**config.mk**
```make
export PLATFORM = sky130hd
export DESIGN_NAME = pc_ctrl
export DESIGN_NICKNAME = d
export VERILOG_FILES = /design/src/rtl/pc_pkg.sv /design/src/rtl/sat_counter.sv /design/src/rtl/pc_ctrl.sv
export SDC_FILE = /design/constraint.sdc
export NUM_CORES = 1
export LEC_CHECK = 0
export CAP_MARGIN = 10
export CORE_UTILIZATION = 43
export DETAILED_ROUTE_END_ITERATION = 10
export HOLD_SLACK_MARGIN = 0.03
export PLACE_DENSITY = 0.74
export SKIP_CTS_REPAIR_TIMING = 1
export SLEW_MARGIN = 30
export SYNTH_ARGS = -nofsm -noshare
export SYNTH_HDL_FRONTEND = slang
export SYNTH_SLANG_ARGS = --single-unit
```
**constraint.sdc**
```tcl
create_clock -name clk_i -period 2.05 [get_ports clk_i]
set_clock_uncertainty 0.05 [all_clocks]
set_input_delay 0.41 -clock clk_i [delete_from_list [all_inputs] [get_ports clk_i]]
set_output_delay 0.41 -clock clk_i [all_outputs]
set_load 0.005 [all_outputs]
```
**src/rtl/pc_pkg.sv**
```systemverilog
// ============================================================================
// Module : pc_pkg
// Brief  : Shared types and constants for the fetch-stage PC sequencer.
// Rev    : 1.0  initial release
// ============================================================================
`default_nettype none

package pc_pkg;

    localparam int DATA_WIDTH  = 32;
    localparam int INSTR_BYTES = 4;

    typedef logic [DATA_WIDTH-1:0] addr_t;

    typedef enum logic [1:0] {
        BOOT     = 2'd0,
        RUN      = 2'd1,
        WAIT_MEM = 2'd2
    } pc_state_t;

endpackage

`default_nettype wire

```
**src/rtl/sat_counter.sv**
```systemverilog
// ============================================================================
// Module : sat_counter
// Brief  : Up-counter that sticks at all-ones; generic performance counter.
// Rev    : 1.0  initial release
// ============================================================================
`default_nettype none

module sat_counter #(
    parameter int CNT_WIDTH = 32
) (
    input  logic                 clk_i,
    input  logic                 rst_ni,
    input  logic                 en_i,
    input  logic                 clr_i,
    output logic [CNT_WIDTH-1:0] count_o
);

    logic [CNT_WIDTH-1:0] r_count;

    always_ff @(posedge clk_i) begin
        if (!rst_ni || clr_i) begin
            r_count <= '0;
        end else if (en_i && (r_count != {CNT_WIDTH{1'b1}})) begin
            r_count <= r_count + 1'b1;
        end
    end

    assign count_o = r_count;

endmodule

`default_nettype wire

```
**src/rtl/pc_ctrl.sv**
```systemverilog
// ============================================================================
// Module : pc_ctrl
// Brief  : Fetch-stage sequencer: next-PC arbitration, F/D/E stall and flush
//          generation, and a saturating stall-cycle counter.
// Rev    : 1.0  initial release
// ============================================================================
`default_nettype none

module pc_ctrl
    import pc_pkg::*;
#(
    parameter int DATA_WIDTH  = 32,
    parameter int INSTR_BYTES = 4,
    parameter int CNT_WIDTH   = 32
) (
    input  logic                  clk_i,
    input  logic                  rst_ni,
    input  logic [DATA_WIDTH-1:0] PCF_i,
    input  logic                  redirect_i,
    input  logic [DATA_WIDTH-1:0] redirect_target_i,
    input  logic                  load_use_stall_i,
    input  logic                  imem_ready_i,
    output logic                  imem_req_o,
    output logic [DATA_WIDTH-1:0] PCNext_o,
    output logic                  pc_en_o,
    output logic                  stallD_o,
    output logic                  flushD_o,
    output logic                  flushE_o,
    output logic [CNT_WIDTH-1:0]  stall_cnt_o
);

    pc_state_t             r_state;
    pc_state_t             w_state_nxt;
    logic                  r_pend_valid;
    logic                  w_pend_valid_nxt;
    logic [DATA_WIDTH-1:0] r_pend_target;
    logic [DATA_WIDTH-1:0] w_pend_target_nxt;
    logic [DATA_WIDTH-1:0] w_pc_seq;
    logic                  w_cnt_en;

    // Sequential increment wraps naturally at 2^DATA_WIDTH.
    assign w_pc_seq = PCF_i + DATA_WIDTH'(INSTR_BYTES);

    always_ff @(posedge clk_i) begin
        if (!rst_ni) begin
            r_state       <= BOOT;
            r_pend_valid  <= 1'b0;
            r_pend_target <= '0;
        end else begin
            r_state       <= w_state_nxt;
            r_pend_valid  <= w_pend_valid_nxt;
            r_pend_target <= w_pend_target_nxt;
        end
    end

    always_comb begin
        w_state_nxt       = r_state;
        w_pend_valid_nxt  = r_pend_valid;
        w_pend_target_nxt = r_pend_target;
        imem_req_o        = 1'b0;
        PCNext_o          = w_pc_seq;
        pc_en_o           = 1'b0;
        stallD_o          = 1'b0;
        flushD_o          = 1'b0;
        flushE_o          = 1'b0;

        case (r_state)
            BOOT: begin
                flushD_o    = 1'b1;
                flushE_o    = 1'b1;
                w_state_nxt = RUN;
            end

            RUN: begin
                imem_req_o = 1'b1;
                if (redirect_i) begin
                    PCNext_o = redirect_target_i;
                    flushD_o = 1'b1;
                    flushE_o = 1'b1;
                    if (imem_ready_i) begin
                        pc_en_o = 1'b1;
                    end else begin
                        w_pend_valid_nxt  = 1'b1;
                        w_pend_target_nxt = redirect_target_i;
                        w_state_nxt       = WAIT_MEM;
                    end
                end else if (load_use_stall_i) begin
                    stallD_o = 1'b1;
                    flushE_o = 1'b1;
                end else if (!imem_ready_i) begin
                    flushD_o    = 1'b1;
                    w_state_nxt = WAIT_MEM;
                end else begin
                    pc_en_o = 1'b1;
                end
            end

            WAIT_MEM: begin
                imem_req_o = 1'b1;
                if (redirect_i) begin
                    flushD_o = 1'b1;
                    flushE_o = 1'b1;
                end else if (load_use_stall_i) begin
                    stallD_o = 1'b1;
                    flushE_o = 1'b1;
                end else begin
                    flushD_o = 1'b1;
                end

                if (imem_ready_i) begin
                    w_state_nxt      = RUN;
                    w_pend_valid_nxt = 1'b0;
                    if (redirect_i) begin
                        PCNext_o = redirect_target_i;
                        pc_en_o  = 1'b1;
                    end else if (r_pend_valid) begin
                        // Fetched word is wrong-path: replace any hold with a flush.
                        PCNext_o = r_pend_target;
                        pc_en_o  = 1'b1;
                        stallD_o = 1'b0;
                        flushD_o = 1'b1;
                    end else begin
                        // A load-use hold keeps the PC frozen; RUN refetches it.
                        pc_en_o = !load_use_stall_i;
                    end
                end else if (redirect_i) begin
                    w_pend_valid_nxt  = 1'b1;
                    w_pend_target_nxt = redirect_target_i;
                end
            end

            default: begin
                w_state_nxt = BOOT;
            end
        endcase
    end

    assign w_cnt_en = (r_state != BOOT) && !pc_en_o;

    sat_counter #(
        .CNT_WIDTH (CNT_WIDTH)
    ) u_stall_cnt (
        .clk_i   (clk_i),
        .rst_ni  (rst_ni),
        .en_i    (w_cnt_en),
        .clr_i   (1'b0),
        .count_o (stall_cnt_o)
    );

endmodule

`default_nettype wire
```
After elaboration in Yosys (flattened, before gate mapping)
Index checks and enable logic that the tools add are counted.
{"block": "word_totals", "regBits": 67, "inputBits": 69, "out_inout_bits": 69, "word_cells": 72}
{"block": "classes", "add_sub_neg": 2, "n_eq_ne": 10, "n_mux": 45, "n_reduce_logical": 11}
{"operator": "two-way mux 32 bit", "n": 8}
{"operator": "case mux 32 bit (2 select lines)", "n": 2}
{"operator": "adder 32 x 1 -> 32 bit, second input constant", "n": 1}
{"operator": "adder 32 x 3 -> 32 bit, second input constant", "n": 1}
{"operator": "!= test 32 bit, second input constant", "n": 1}
{"operator": "two-way mux 1 bit", "n": 25}
{"operator": "!= test 2 bit, second input constant", "n": 5}
{"operator": "two-way mux 2 bit", "n": 4}
{"operator": "case mux 1 bit (2 select lines)", "n": 4}
{"operator": "!= test 3 bit, second input constant", "n": 2}
{"operator": "case mux 2 bit (3 select lines)", "n": 1}
{"operator": "AND reduction 5 bit", "n": 1}
{"operator": "AND reduction 4 bit", "n": 1}
{"operator": "nonzero test 2 bit", "n": 2}
{"operator": "case mux 1 bit (3 select lines)", "n": 1}
{"operator": "equality test 2 x 1 -> 1 bit, second input constant", "n": 1}
{"operator": "equality test 2 bit, second input constant", "n": 1}
{"operator": "logical AND 1 bit", "n": 2}
{"operator": "zero test 1 bit", "n": 2}
{"operator": "zero test 2 bit", "n": 1}
{"operator": "AND reduction 2 bit", "n": 1}
{"operator": "OR reduction 2 bit", "n": 1}

Logic depth before layout (Yosys ltp)
Gate-level depths: netlist of run 1.
{"block": "depth", "depth_word": 8, "ltp_mapped": 10}

Cells and area by module
A second synthesis of run 1 with hierarchy kept.
{"block": "hier_totals", "hier_cells": 640, "area_unflattened_um2": 4722.0}
{"module": "pc_ctrl", "n_inst": 1, "cells_per_inst": 446, "area_each_um2": 3009.1, "seq_area_each_um2": 700.7}
{"module": "sat_counter", "n_inst": 1, "cells_per_inst": 194, "area_each_um2": 1712.9, "seq_area_each_um2": 640.6}

Worst setup path before layout of run 1
No wires, ideal clock.
{"block": "synth_path", "path_type": "reg2reg", "startpoint": "reg r_state[0]", "endpoint": "reg u_stall_cnt.r_count[21], in the netlist u_stall_cnt.count_o[21]", "setup_ns": 0.070, "arrival_time_ns": 2.042, "t_required_ns": 1.930, "slack_ns": -0.113, "path_stages_with_launch": 11, "path_buffers": 3, "period_less_slack_ns": 2.163, "cell_sequence": "dfxtp_1 -> inv_1 -> ha_1 -> buf_2 -> nand4_1 -> a22o_1 -> buf_2 -> and4b_1 -> buf_2 -> a21bo_2 -> a21oi_1"}
{"block": "synth_between", "elab_chain_len": 5}
{"item": "start: declaration", "line": "pc_ctrl.sv:32", "text": "pc_state_t r_state;"}
{"item": "start signal: assignment", "line": "pc_ctrl.sv:50", "text": "r_state <= w_state_nxt;"}
{"item": "equality test 2 bit / equality test 2 x 1 -> 1 bit (equally long branches)", "line": "pc_ctrl.sv:67", "text": "case (r_state)"}
{"item": "case mux 1 bit (2 select lines)", "line": "pc_ctrl.sv:67"}
{"item": "zero test 1 bit", "line": "pc_ctrl.sv:138", "text": "assign w_cnt_en = (r_state != BOOT) && !pc_en_o;"}
{"item": "logical AND 1 bit *", "line": "pc_ctrl.sv:138"}
{"item": "logical AND 1 bit *", "line": "sat_counter.sv:23", "text": "end else if (en_i && (r_count != {CNT_WIDTH{1'b1}})) begin"}
{"item": "end signal: assignment", "line": "sat_counter.sv:24", "text": "r_count <= r_count + 1'b1;"}
{"item": "end: declaration", "line": "sat_counter.sv:18", "text": "logic [CNT_WIDTH-1:0] r_count;"}
Mark *: on every way between the ends. The rest lies on a longest branch, timed or not.
A chain may end at the register's enable or synchronous reset.

Worst setup path after layout of run 1
{"block": "layout_path", "startpoint": "reg r_state[0]", "endpoint": "out PCNext_o[3]"}
{"block": "layout_between", "elab_chain_len": 2}
{"item": "equality test 2 bit / equality test 2 x 1 -> 1 bit (equally long branches)", "line": "pc_ctrl.sv:67"}
{"item": "case mux 32 bit (2 select lines) *", "line": "pc_ctrl.sv:67"}
{"item": "end: declaration", "line": "pc_ctrl.sv:24", "text": "output logic [DATA_WIDTH-1:0] PCNext_o,"}
Marked as above.

==> impl_metrics.toml, run 1 <==
[route]
routed_wl_um = 19300
ant_nets = 0
wl_per_cell_um = 17.9
drt_iter0_markers = 508
drcViolationCount = 0
vias = 6280
first_pass_iters = 8
vias_per_cell = 5.84

[sta]
rsz0062_at_grt = "true"
drv_slew = 0
setup_slack_ns = -0.445
finalHoldViolCount = 0
fin_crit_ns = 2.49
slew_headroom_pct = 65.9
period_share_pct = 122
worst_slew_pin_slew_ns = 0.509
fin_tns_setup_ns = -21.14
setup-violations-final = 68
hold_slack_ns = 0.409
fmax_mhz = 401

[final_layout]
design_area_um2 = 8130
multi_input_area_um2 = 3580
instances_no_fill = 1075
seqCellArea_um2 = 1350
fin_nets = 1009
drive_gt1_share_pct = 34.5
final_core_util_pct = 78.7
area_delta_synth_final_pct = 77.8
antenna_cells = 0
fill_cells = 699

[setup_path]
crit_fanout = 16
crit_type = "reg2out"
critPathArrivalTime_ns = 2.03
critical_path_required_ns = 1.59
regToRegSetupSlack_ns = -0.40
endpoint_kind = "output port"
start_kind = "register"

[synthesis]
synth_area_leader_cell = "dfxtp_1"
yosys-top-cells-area = "dfxtp_1 29%, a21oi_1 12%, nand2_1 9.9%, xor2_1 4.8%, o21ai_0 4.2%"
synth_edf_count = 0
synth_area_per_cell_um2 = 6.97
async_reset_ff_share_pct = 0
syn_nets = 731
synth_ff_type = "dfxtp_1"
ys_seq_elements = 67
yosysSeqAreaShare_pct = 29.3
synth_area_um2 = 4570
synth_top_area_share_pct = 29.3
synth.distinct_cells = 56
yosysWarnings = 0
synth_cells = 656

[global_routing]
grt_pass1_wl_um = 26500
grt_pass1_vias = 5527
antenna_found_initial = 0
grtUsageMet2_pct = 52.1
use_met1_pct = 36.7
grt.total_usage_pct = 29.6
grt_use_met3_pct = 4.74
busiest_layer = "met2"
grt_overflow_total = 0
grt_max_degree = 63

[place]
io_buffers = 137
placed_area_um2 = 7010
dp_hpwl_um = 12600
gp_congestion = 0.929
dp.cells = 1015
pre_cts_ws_ns = -1.05

[clock_tree]
worst_skew_pair.late_latency_ns = 0.35
clkSinkCount = 67
clockBufferDepth = 2
htreeDepth = 3
numCtsBuffers = 9
cts_tree = "yes"
cts_root_buf = "clkbuf_8"
clk_pin_slew_ns = 0.09

[floorplanning]
start_util_pct = 44.3
core_area_um2 = 10300
io_pins = 138
die_h_um = 105
rows = 37
die_area_um2 = 11000
die_x_um = 105

[job]
maxCapViolations = 0

[pwr]
fin_total_pwr_mw = 4.64
power_density_nw_per_um2 = 571
ir_drop_mv = 0.357
p_leak_nw = 3.32

[run_status]
status = "complete, but fails checks"
violations = "setup timing"

[hold_path]
hold_path.class = "reg2reg"
==> cells in the mapped netlist (all sizes together), types with 2 or more instances <==
master and instances:
xnor2 5, and3 12, a311oi 2, nor2b 2, a22o 3, xor2 25, a21o 2, nand4 21
a21bo 4, o31ai 4, nor4 4, dfxtp 67, and4 4, or4 4, nor2 26, nand3 26
nor3 7, a31oi 9, o211ai 3, a32oi 2, a21oi 108, buf 9, clkbuf 32, o21ai 40
inv 16, a22oi 3, ha 6, nand2 120, and2 5, or3 18, mux2i 2, o22ai 22
a211oi 2, nand2b 25, nand3b 4
==> state kept, by name, summed over array words and instances, names as in the netlist <==
signal               cells
r_state                  2
r_pend_target           32
r_pend_valid             1
u_stall_cnt.count_o     32
==> logic make-up after synthesis <==
group	Yosys count	share of synthesized area (%)
adder cells (fa/ha/maj)	6	1.64
multiplexers	2	0.438
AO/OA/AOI/OAI	211	26.6
AND/OR/NAND/NOR	283	31.2
XOR/XNOR	30	5.75
flip-flops	67	29.3
buffers and inverters	57	5.01
==> metal layers <==
layer	vias to the layer above	wire length (µm)
met2	306	9810
met5	-	0
li1	2911	-
met3	56	1370
met1	3007	7600
met4	0	500
==> worst max-delay path, cell delays in order (launching register included) <==
cell and delay [ns]:
dfxtp_2 0.34, inv_2 0.05, buf_6 0.12, ha_4 0.30, nand2_2 0.07, buf_12 0.13
buf_16 0.15, a31o_4 0.22, nand2_1 0.07, o21ai_0 0.08, buf_2 0.15
==> power by group <==
part | switching [mW] | internal [mW]
registers | 0.0399 | 1.35
clock network | 0.609 | 0.458
logic | 1.08 | 1.10
==> cells in the final DEF, fill, tap and decap left out, types with 5 or more instances in the layout <==
master / synthesis / final
a21oi_1: 108 / 84
a21oi_2: 0 / 21
a31oi_1: 9 / 5
and3_1: 12 / 12
buf_12: 0 / 7
buf_2: 6 / 25
buf_4: 0 / 139
buf_6: 1 / 20
clkbuf_2: 0 / 7
clkbuf_8: 0 / 9
clkdlybuf4s50_1: 0 / 73
dfxtp_1: 67 / 65
dlymetal6s2s_1: 0 / 32
inv_1: 15 / 11
nand2_1: 120 / 111
nand2_2: 0 / 5
nand2b_1: 25 / 24
nand3_1: 25 / 21
nand3_2: 1 / 5
nand4_1: 21 / 21
nor2_1: 26 / 20
nor2_4: 0 / 5
o21ai_0: 38 / 21
o21ai_1: 2 / 12
o21ai_2: 0 / 6
o22ai_1: 22 / 15
o22ai_2: 0 / 6
or3_1: 17 / 13
or3_4: 1 / 5
xnor2_1: 5 / 5
xor2_1: 25 / 24
==> final timing paths <==
path / endpoint / cells past startpoint / from
hold reg to reg: r_pend_target[2] / 2 / r_pend_target[2]
hold / removal: r_pend_target[2] / 2 / r_pend_target[2]
setup / recovery: PCNext_o[3] / 10 / r_state[0]
setup reg to reg: u_stall_cnt.count_o[5] / 12 / r_state[0]
==> layout make-up <==
cell class | count | area share (%)
tap | 136 | 2.09
clock inverter | 7 | 0.708
multi-input combinational | 533 | 44.1
clock buffer | 9 | 1.52
sequential | 67 | 16.6
timing repair buffer | 307 | 34.2
inverter | 16 | 0.770
(Power assumes the default switching activity.)
==> run 2, diff against run 1 <==
Settings changed: CORE_MARGIN set to 4, CORE_UTILIZATION 43 to 52, PLACE_DENSITY 0.74 to 0.84, SLEW_MARGIN 30 to not set.
Clock period 2.05 ns to 2.96 ns, I/O delays scaled along.
==> run 2 against run 1 <==
Effect of this change: the run still ends with setup timing left; wire length grew 17%; largest power group unchanged; via count grew 8.2%; critical path type is now in2out; total power decreased by 31%; non-clock buffer count fell by 64.
==> impl_metrics.toml, run 2 (synthesized netlist as in run 1, its figures left out) <==
[run_status]
status = "complete, but fails checks"
violations = "setup timing"

[floorplanning]
die_h_um = 102
io_pins = 138
die_x_um = 102
core_area_um2 = 8380
rows = 33
die_area_um2 = 10400
start_util_pct = 54.5

[setup_path]
critPathArrivalTime_ns = 2.33
path_delay_family = "buffers and inverters"
endpoint_kind = "output port"
crit_fanout = 4
critical_path_required_ns = 2.32
cp.depth = 11
worstSetupEndpoint = "PCNext_o[28]"
reg2regPathDepth = 9
crit_type = "in2out"
timing.rr.end = "u_stall_cnt.count_o[7]"
cpMostUsedCell = "buf_4"
cpPeakStageDelay_ns = 0.25
path_buf_inv = 6
critPathSlowestCell = "nand4_1"
start_kind = "input port"
crit_start = "PCF_i[13]"
crit_chain = "dlymetal6s2s_1 -> nand4_1 -> buf_4 -> nor4_4 -> buf_4 -> buf_4 -> buf_4 -> nand4_1 -> xor2_1 -> o22ai_1 -> buf_2"
reg2reg_from = "r_state[1]"
regToRegSetupSlack_ns = 0.24

[global_routing]
grt.total_usage_pct = 34.9
grt_pass1_wl_um = 28500
antenna_found_initial = 0
grt_overflow_total = 0
grt_pass1_vias = 5983
grt_max_degree = 63

[sta]
slew_headroom_pct = 46.3
fin_crit_ns = 2.98
period_share_pct = 101
drv_slew = 0
finalHoldViolCount = 0
fmax_mhz = 336
setup_slack_ns = -0.0167
setup-violations-final = 1
worst_slew_pin_slew_ns = 0.800
fin_tns_setup_ns = -0.0167
hold_slack_ns = 0.411

[clock_tree]
cts_tree = "yes"
numCtsBuffers = 9
htreeDepth = 3
clockBufferDepth = 2
worst_skew_pair.late_latency_ns = 0.36
cts_root_buf = "clkbuf_8"
clkSinkCount = 67
clk_pin_slew_ns = 0.08

[route]
vias = 6797
routed_wl_um = 22600
vias_per_cell = 6.94
drt_iter0_markers = 1109
drcViolationCount = 0
wl_per_cell_um = 23.1
first_pass_iters = 8
ant_nets = 0

[job]
maxCapViolations = 0

[pwr]
ir_drop_mv = 0.319
p_leak_nw = 3.16
power_density_nw_per_um2 = 433

[place]
io_buffers = 137
dp.cells = 939
gp_congestion = 0.919
dp_hpwl_um = 13100

[final_layout]
drive_gt1_share_pct = 19.6
fill_cells = 415
fin_nets = 944
instances_no_fill = 980
layout_commonest_cell = "nand2_1"
final_cell_mix = "117 x nand2_1, 107 x a21oi_1, 96 x buf_4, 83 x clkdlybuf4s50_1, 64 x dfxtp_1"
area_delta_synth_final_pct = 60.6

[hold_path]
hold_path.class = "reg2reg"
## run 2: cell types whose count changed in the layout (fill, tap and decap cells not counted), sizes merged
cell,before,now
dlymetal6s2s,32,52
inv,20,19
clkbuf,17,10
clkinvlp,2,1
clkdlybuf4s50,73,83
o311ai,2,1
buf,194,107
diode,0,1
bufinv,0,2
## run 2: worst min path at each step
stage	startpoint	endpoint	slack, ns	cells past startpoint
floorplan	r_pend_target[14]	r_pend_target[14]	0.38	2
global placement	r_pend_target[10]	r_pend_target[10]	0.39	2
detailed placement	r_pend_target[31]	r_pend_target[31]	0.40	2
CTS	r_pend_target[31]	r_pend_target[31]	0.41	2
global route	r_pend_target[24]	r_pend_target[24]	0.43	2
finish	r_pend_target[31]	r_pend_target[31]	0.41	2
## run 2: tightest hold or removal path, cell delays in order (launching register included)
cell and delay [ns]:
dfxtp_1 0.32, nand2_1 0.05, a21oi_1 0.05
## run 2: metrics by stage
step	setup slack, ns	cell area [µm²]	util, %	power (mW)
floorplan	0.517	4570	-	1.47
global placement	-0.480	6590	78.6	2.09
detailed placement	-0.601	6590	78.6	2.12
CTS	-0.629	6810	81.3	2.98
global route	-0.0879	7340	87.6	3.27
finish	-0.0167	7340	87.6	3.18
## run 2: layout make-up
type	count	area, µm²	share of cell area, %
Tap cell	105	131	1.79
Sequential cell	67	1350	18.4
Multi-Input combinational cell	532	3190	43.5
Timing Repair Buffer	243	2380	32.4
Clock buffer	9	124	1.69
Inverter	16	62.6	0.852
Antenna cell	1	2.50	0.0341
Clock inverter	7	98.8	1.35
## run 2: report_power, final
group	internal [mW]	switching, mW
clock	0.482	0.409
combinational	0.634	0.688
sequential	0.935	0.0344
## run 2: per-layer routing
layer | share of wire (%) | vias to the layer above | wire [µm] | track usage [%]
li1 | - | 2795 | - | -
met1 | 32 | 3083 | 7330 | 39.8
met2 | 46 | 693 | 10500 | 60.5
met3 | 13 | 226 | 2860 | 9.50
met4 | 8.5 | 0 | 1910 | 16.6
met5 | 0 | - | 0 | 0
